`src/rtl/cpu_frame_ctrl.sv`:
```
// Frame sequencer: boots the cpu, copies the render list into the shadow buffer once the cpu
// parks on WAIT, then releases the cpu on the next vsync edge and flags missed frames.
module cpu_frame_ctrl #(
  parameter int                    DATA_WIDTH  = 13,
  parameter int                    BOOT_CYCLES = 16,
  parameter logic [DATA_WIDTH-1:0] COPY_BASE   = 13'h000,
  parameter int                    COPY_LEN    = 384,
  localparam int                   CNT_W       = $clog2(COPY_LEN + 1)
) (
  input  logic                  clk,
  input  logic                  reset,
  input  logic                  restart,
  input  logic                  vsync,
  input  logic                  cpu_waiting,
  output logic                  cpu_reset,
  output logic                  cpu_resume,
  output logic                  mem_sel,
  output logic [DATA_WIDTH-1:0] copy_addr,
  input  logic [15:0]           mem_rdata,
  output logic                  buf_we,
  output logic [CNT_W-1:0]      buf_waddr,
  output logic [15:0]           buf_wdata,
  output logic                  frame_ready,
  output logic                  overrun,
  output logic [15:0]           frame_count
);

  localparam int                BOOT_W    = $clog2(BOOT_CYCLES + 1);
  localparam logic [BOOT_W-1:0] BOOT_LAST = BOOT_W'(BOOT_CYCLES - 1);
  localparam logic [CNT_W-1:0]  COPY_END  = CNT_W'(COPY_LEN);
  localparam logic [CNT_W-1:0]  LAST_IDX  = CNT_W'(COPY_LEN - 1);

  typedef enum logic [2:0] {
    BOOT,
    RUN,
    COPY,
    IDLE,
    RESUME
  } state_t;

  state_t            state_reg, state_next;
  logic [BOOT_W-1:0] boot_cnt_reg, boot_cnt_next;
  logic [CNT_W-1:0]  copy_cnt_reg, copy_cnt_next;
  logic              vsync_q_reg;
  logic              overrun_reg, overrun_next;
  logic [15:0]       frame_count_reg, frame_count_next;
  logic              idle_first_reg, idle_first_next;
  logic              vsync_edge;

  assign vsync_edge  = vsync & ~vsync_q_reg;
  assign overrun     = overrun_reg;
  assign frame_count = frame_count_reg;

  always_ff @(posedge clk or negedge reset) begin
    if (!reset) begin
      state_reg       <= BOOT;
      boot_cnt_reg    <= '0;
      copy_cnt_reg    <= '0;
      vsync_q_reg     <= 1'b0;
      overrun_reg     <= 1'b0;
      frame_count_reg <= '0;
      idle_first_reg  <= 1'b0;
    end else begin
      state_reg       <= state_next;
      boot_cnt_reg    <= boot_cnt_next;
      copy_cnt_reg    <= copy_cnt_next;
      vsync_q_reg     <= restart ? 1'b0 : vsync;
      overrun_reg     <= overrun_next;
      frame_count_reg <= frame_count_next;
      idle_first_reg  <= idle_first_next;
    end
  end

  always_comb begin
    state_next       = state_reg;
    boot_cnt_next    = boot_cnt_reg;
    copy_cnt_next    = copy_cnt_reg;
    overrun_next     = overrun_reg;
    frame_count_next = frame_count_reg;
    idle_first_next  = 1'b0;

    case (state_reg)
      BOOT: begin
        if (boot_cnt_reg == BOOT_LAST) begin
          state_next    = RUN;
          boot_cnt_next = '0;
        end else begin
          boot_cnt_next = boot_cnt_reg + 1'b1;
        end
      end
      RUN: begin
        if (vsync_edge) overrun_next = 1'b1;
        if (cpu_waiting) begin
          state_next    = COPY;
          copy_cnt_next = '0;
        end
      end
      COPY: begin
        if (vsync_edge) overrun_next = 1'b1;
        // Count runs one past the last address so the final read can land in the buffer.
        if (copy_cnt_reg == COPY_END) begin
          state_next      = IDLE;
          copy_cnt_next   = '0;
          idle_first_next = 1'b1;
        end else begin
          copy_cnt_next = copy_cnt_reg + 1'b1;
        end
      end
      IDLE: begin
        if (vsync_edge) state_next = RESUME;
      end
      RESUME: begin
        if (vsync_edge) overrun_next = 1'b1;
        frame_count_next = frame_count_reg + 1'b1;
        state_next       = RUN;
      end
      default: state_next = BOOT;
    endcase

    if (restart) begin
      state_next       = BOOT;
      boot_cnt_next    = '0;
      copy_cnt_next    = '0;
      overrun_next     = 1'b0;
      frame_count_next = '0;
      idle_first_next  = 1'b0;
    end

    cpu_reset   = (state_reg == BOOT);
    cpu_resume  = (state_reg == RESUME);
    mem_sel     = (state_reg == COPY);
    frame_ready = (state_reg == IDLE) && idle_first_reg;
    buf_we      = (state_reg == COPY) && (copy_cnt_reg != '0);
    buf_waddr   = buf_we ? (copy_cnt_reg - CNT_W'(1)) : '0;
    buf_wdata   = buf_we ? mem_rdata : '0;
    copy_addr   = '0;
    if (state_reg == COPY) begin
      copy_addr = COPY_BASE +
                  DATA_WIDTH'((copy_cnt_reg == COPY_END) ? LAST_IDX : copy_cnt_reg);
    end
  end

endmodule

```
`config.mk`:
```
export PLATFORM = sky130hd
export DESIGN_NAME = cpu_frame_ctrl
export DESIGN_NICKNAME = d
export VERILOG_FILES = /design/src/rtl/cpu_frame_ctrl.sv
export SDC_FILE = /design/constraint.sdc
export NUM_CORES = 1
export LEC_CHECK = 0
export CAP_MARGIN = 15
export CORE_MARGIN = 2
export CORE_UTILIZATION = 50
export CTS_BUF_LIST = sky130_fd_sc_hd__clkbuf_8
export CTS_CLUSTER_SIZE = 30
export DETAILED_ROUTE_END_ITERATION = 7
export DONT_BUFFER_PORTS = 1
export PLACE_DENSITY_LB_ADDON = 0.08
export SYNTH_ARGS = -nofsm -noshare
export SYNTH_HDL_FRONTEND = slang
export SYNTH_SLANG_ARGS = --single-unit
```
`constraint.sdc`:
```
create_clock -name clk -period 5.5 [get_ports clk]
set_input_delay 0 -clock clk [delete_from_list [all_inputs] [get_ports clk]]
set_output_delay 0 -clock clk [all_outputs]
set_load 0.01 [all_outputs]
```
[Word level (Yosys, flattened, before mapping)]
Cells that the tools add are included.
Cells by class
  eq/ne operators: 10
  muxes and demuxes: 26
  reductions and logical operators: 13
  $add $sub $neg: 4
  bitwise logic cells: 2
Operators with widths (count)
  9-bit two-way mux: 6
  16-bit two-way mux: 3
  9-bit one-hot mux with 2 select lines: 1
  16-bit by 1-bit adder with 16-bit output (second input constant): 1
  3-bit two-way mux: 5
  5-bit two-way mux: 3
  3-bit one-hot mux with 5 select lines: 1
  9-bit by 1-bit adder with 9-bit output (second input constant): 1
  9-bit equality test (second input constant): 1
  9-bit nonzero test: 1
  9-bit by 1-bit subtractor with 9-bit output (second input constant): 1
  2-bit nonzero test: 4
  1-bit two-way mux: 7
  3-bit by 2-bit equality test with 1-bit output (second input constant): 2
  3-bit by 2-bit inequality test with 1-bit output (second input constant): 2
  3-bit inequality test (second input constant): 2
  5-bit by 1-bit adder with 5-bit output (second input constant): 1
  5-bit by 4-bit equality test with 1-bit output (second input constant): 1
  2-bit AND reduction: 2
  4-bit AND reduction: 1
  3-bit by 1-bit equality test with 1-bit output (second input constant): 1
  3-bit equality test (second input constant): 1
  3-bit zero test: 1
  3-bit nonzero test: 1
  other kinds (4): 5
Word-level totals
  flip-flop bits (word level): 36
  input port bits: 21
  output and inout port bits: 60

[Depth between registers and ports, before layout]
  depth after elaboration: 5
  gate-level depth with buffers: 8
  depth with buffers taken out: 7

[Least setup slack after synthesis]
No wires, ideal clock.
  path type: register to output
  from: register copy_cnt_reg[0]
  to: output buf_wdata[10]
  required time: 5500 ps
  stages on the path, launching flop included: 9
  data arrival time: 1959 ps
  buffers on the path: 1
  slack: 3541 ps
  cell sequence: dfrtp_1 inv_1 ha_1 nor3b_2 nand2_1 o31ai_4 inv_1 buf_2 and2_1
Between the ends
  word-level cells in the longest chain between the ends: 3
Ends and longest elaborated chain
  from (decl): RTL line 43  | logic [CNT_W-1:0] copy_cnt_reg, copy_cnt_next;
  from (signal assigned): RTL line 66  | copy_cnt_reg <= copy_cnt_next;
  9-bit nonzero test: RTL line 133  | buf_we = (state_reg == COPY) && (copy_cnt_reg != '0);
  1-bit logical AND: RTL line 133
  net buf_we: RTL line 20  | output logic buf_we,
  16-bit two-way mux: RTL line 135  | buf_wdata = buf_we ? mem_rdata : '0;
  to (decl): RTL line 22  | output logic [15:0] buf_wdata,
The timed path passes the listed nets, and every way through them passes these cells.

[Final worst setup path]
  from: register state_reg[1]
  to: output buf_wdata[14]
Between the ends
  word-level cells in the longest chain between the ends: 3
Ends and longest elaborated chain
  from (decl): RTL line 41  | state_t state_reg, state_next;
  from (signal assigned): RTL line 64  | state_reg <= state_next;
  3-bit by 2-bit equality test with 1-bit output
  net mem_sel: RTL line 17  | output logic mem_sel,
  1-bit logical AND: RTL line 133
  net buf_we: RTL line 20
  16-bit two-way mux: RTL line 135
The timed path passes the listed nets, and every way through them passes these cells.

==> flow_summary_export.csv <==
group,metric,value,unit
clock_tree,cts_resized,0,
detailed_routing,num_vias,1888,
cells_and_area,fillCellCount,403,
worst_setup_path,path_class,"reg2out",
cells_and_area,final-seq-area,900.9,um2
detailed_routing,drt_iter0_markers,98,
detailed_routing,ant_nets,0,
global_routing,grt_max_degree,37,
logic_synthesis,syn_area,2332,um2
detailed_routing,viasPerCell,6.032,
sta,slew_headroom,28.91,%
power,power_density,222.3,nW/um2
worst_setup_path,crit_fanout,17,
min_path,min_from,"vsync",
detailed_routing,finalWirelength,4.968,mm
logic_synthesis,synthCells,266,
logic_synthesis,ys.flop_type,"dfrtp_1",
cells_and_area,drive_gt1_share,8.812,%
sta,max_freq,0.3765,GHz
cells_and_area,multi_input_comb_area,1286,um2
sta,setup_tns,0,ns
power,ir_drop,0.1878,mV
clock_tree,cts_max_level,2,
cells_and_area,n_antenna_cell,0,
logic_synthesis,synth_edf_count,0,
clock_tree,clock-root-buffer,"clkbuf_8",
logic_synthesis,synth_warnings,0,
global_routing,grt_pass1_wl,8.355,mm
logic_synthesis,synthArstFlopShare,100.0,%
clock_tree,clkSlewWorstSetupHoldPaths,0.07,ns
job,drv_cap,0,
worst_setup_path,critPathRequiredTime,5.50,ns
place,place_area,2282,um2
sta,fin_skew,0.01224,ns
clock_tree,cts_buffer_depth,2,
logic_synthesis,synth-seq-cells,36,
detailed_routing,wl_per_cell,15.87,um
sta,rsz0062_at_grt,"no",
sta,setup_viol,0,
worst_setup_path,r2r_start,"state_reg[0]$_DFFE_PN0P_",
status,status,"finished clean",
sta,hold_ws,0.03198,ns
power,p_leak,0.001058,uW
logic_synthesis,seq_area_frac_synth,38.63,%
floorplan,fp.dieArea,5227,um2
sta,slew_violations,0,
global_routing,gr-total-overflow,0,
floorplan,num_io_pins,81,
cells_and_area,areaGrowthSynthToFinish,5.848,%
place,dp_hpwl,3.426,mm
global_routing,antenna_found_initial,0,
min_path,min_path_type,"in2reg",
worst_setup_path,startpoint,"state_reg[1]$_DFFE_PN0P_",
worst_setup_path,critPathCaptureType,"output pin",
cells_and_area,largest_reg_flops,16,
logic_synthesis,yosysUniqueCellTypes,53,
floorplan,rows,24,
detailed_routing,drc,0,
place,port_buffers,0,
floorplan,core,4414,um2
clock_tree,cts.sinks,36,
logic_synthesis,synth.avg_cell_area,8.768,um2
floorplan,start_util,52.83,%
clock_tree,clk_latency,0.30,ns
power,total_power,548.7,uW
sta,period_needed,2.656,ns
sta,min_period_over_period,48.29,%
worst_setup_path,startpoint_type,"register",
worst_setup_path,worstPathArrival,2.66,ns
floorplan,die_w,72.30,um
global_routing,grt_pass1_vias,1730,
cells_and_area,final_cell_area,2469,um2
clock_tree,numCtsBuffers,5,
place,place_congestion,0.7427,
clock_tree,cts_tree,"done",
floorplan,die_height,72.30,um
detailed_routing,dr.pass1.iters,4,
global_routing,grt_usage,20.42,%
sta,tightest_slew,1.063,ns
cells_and_area,final_net_count,285,
sta,final_hold_viol_count,0,
-- cell usage after synthesis (2+ instances only) --
master,count,area [um2]
dfrtp_1,36,900.9
nor2_1,30,112.6
and2_1,18,112.6
nand2_1,18,67.56
a21oi_1,17,85.08
nand3_1,9,45.04
xnor2_1,9,78.83
a31oi_1,8,50.05
nor3_1,8,40.04
o21a_1,8,60.06
o21ai_0,8,40.04
clkbuf_1,7,26.28
xor2_1,7,61.31
o31ai_1,6,45.04
and3_1,5,31.28
buf_2,5,25.02
buf_4,5,37.54
inv_1,5,18.77
nor2b_1,5,31.28
ha_1,4,50.05
nand4_1,4,25.02
or4_1,4,30.03
buf_6,3,33.78
nand2b_1,3,18.77
or3_2,3,22.52
mux2_2,2,22.52
nor4_1,2,12.51
o22ai_1,2,12.51
-- per-layer routing --
| layer | wire, um | track usage, % | part of all wire, % | vias up |
|---|---|---|---|---|
| met5 | 0 | 0 | 0 | - |
| met4 | 59 | 6.289 | 1.2 | 0 |
| met3 | 381 | 7.083 | 7.7 | 7 |
| met2 | 2247 | 31.50 | 45 | 71 |
| met1 | 2280 | 27.06 | 46 | 889 |
| li1 | - | - | - | 921 |
-- worst paths after layout --
| check | to | slack [ns] | cells past startpoint |
|---|---|---|---|
| max | buf_wdata[14] | 2.84 | 5 |
| min | overrun$_DFFE_PN0P_ | 0.03 | 3 |
| max reg2reg | copy_cnt_reg[7]$_DFFE_PN0P_ | 3.19 | 4 |
| min reg2reg | boot_cnt_reg[3]$_DFFE_PN0P_ | 0.53 | 1 |
| max in group asynchronous | boot_cnt_reg[2]$_DFFE_PN0P_ | 5.17 | 2 |
| min in group asynchronous | frame_count[6]$_DFFE_PN0P_ | 0.14 | 2 |
-- cell usage in the layout, fill, tap and decap left out, types with 5 or more instances in the layout --
master / synthesis / layout
nor3_1: 8 / 8
dfrtp_1: 36 / 36
o21a_1: 8 / 8
nor2b_1: 5 / 5
xnor2_1: 9 / 9
and2_1: 18 / 18
nand2_1: 18 / 18
and3_1: 5 / 5
o31ai_1: 6 / 6
nor2_1: 30 / 30
o21ai_0: 8 / 8
inv_1: 5 / 5
clkbuf_8: 0 / 7
a21oi_1: 17 / 17
xor2_1: 7 / 7
nand3_1: 9 / 9
a31oi_1: 8 / 8
-- kinds of logic after synthesis --
group,count (synthesis),synth area share [%]
mux,2,0.9656
other cells,1,0.1608
fa+ha+maj,4,2.146
buf+inv,27,6.706
xor+xnor,16,6.009
compound gates,56,15.67
simple gates,124,29.72
flops,36,38.63
-- repair_timing --
item,in CTS,in global routing
hold buffers,5,0
buffers inserted,0,0
endpoints found under the hold margin,62,0
-- final cells by class --
type	instances	area share (%)
multi-input cells	206	52.10
flip-flops and latches	36	36.49
clock buffers	7	3.903
well taps	52	2.636
repair buffers	5	2.433
clock inverters	1	1.216
inverters	6	1.216
-- through the flow --
| step | instances | setup WS (ns) | util, % |
|---|---|---|---|
| global placement | 300 | 3.188 | 51.70 |
| detailed placement | 300 | 3.161 | 51.70 |
| floorplan | 269 | 3.541 | - |
| global route | 313 | 2.593 | 55.92 |
| finish | 313 | 2.844 | 55.92 |
| CTS | 313 | 2.836 | 55.92 |
-- critical path, stage by stage (launching register included) --
cell,delay (ns)
dfrtp_1,0.53
and2b_2,0.21
nor2b_1,0.73
o31ai_4,0.27
inv_1,0.36
and2_1,0.26
-- power by group --
part	internal [uW]	total [uW]	switching (uW)	leakage (uW)
Sequential	267	269	2.53	0.000500
Combinational	7.36	21.5	14.1	0.000494
Clock	160	258	97.8	0.0000645
Note: power is estimated with default switching activity, not from simulation.
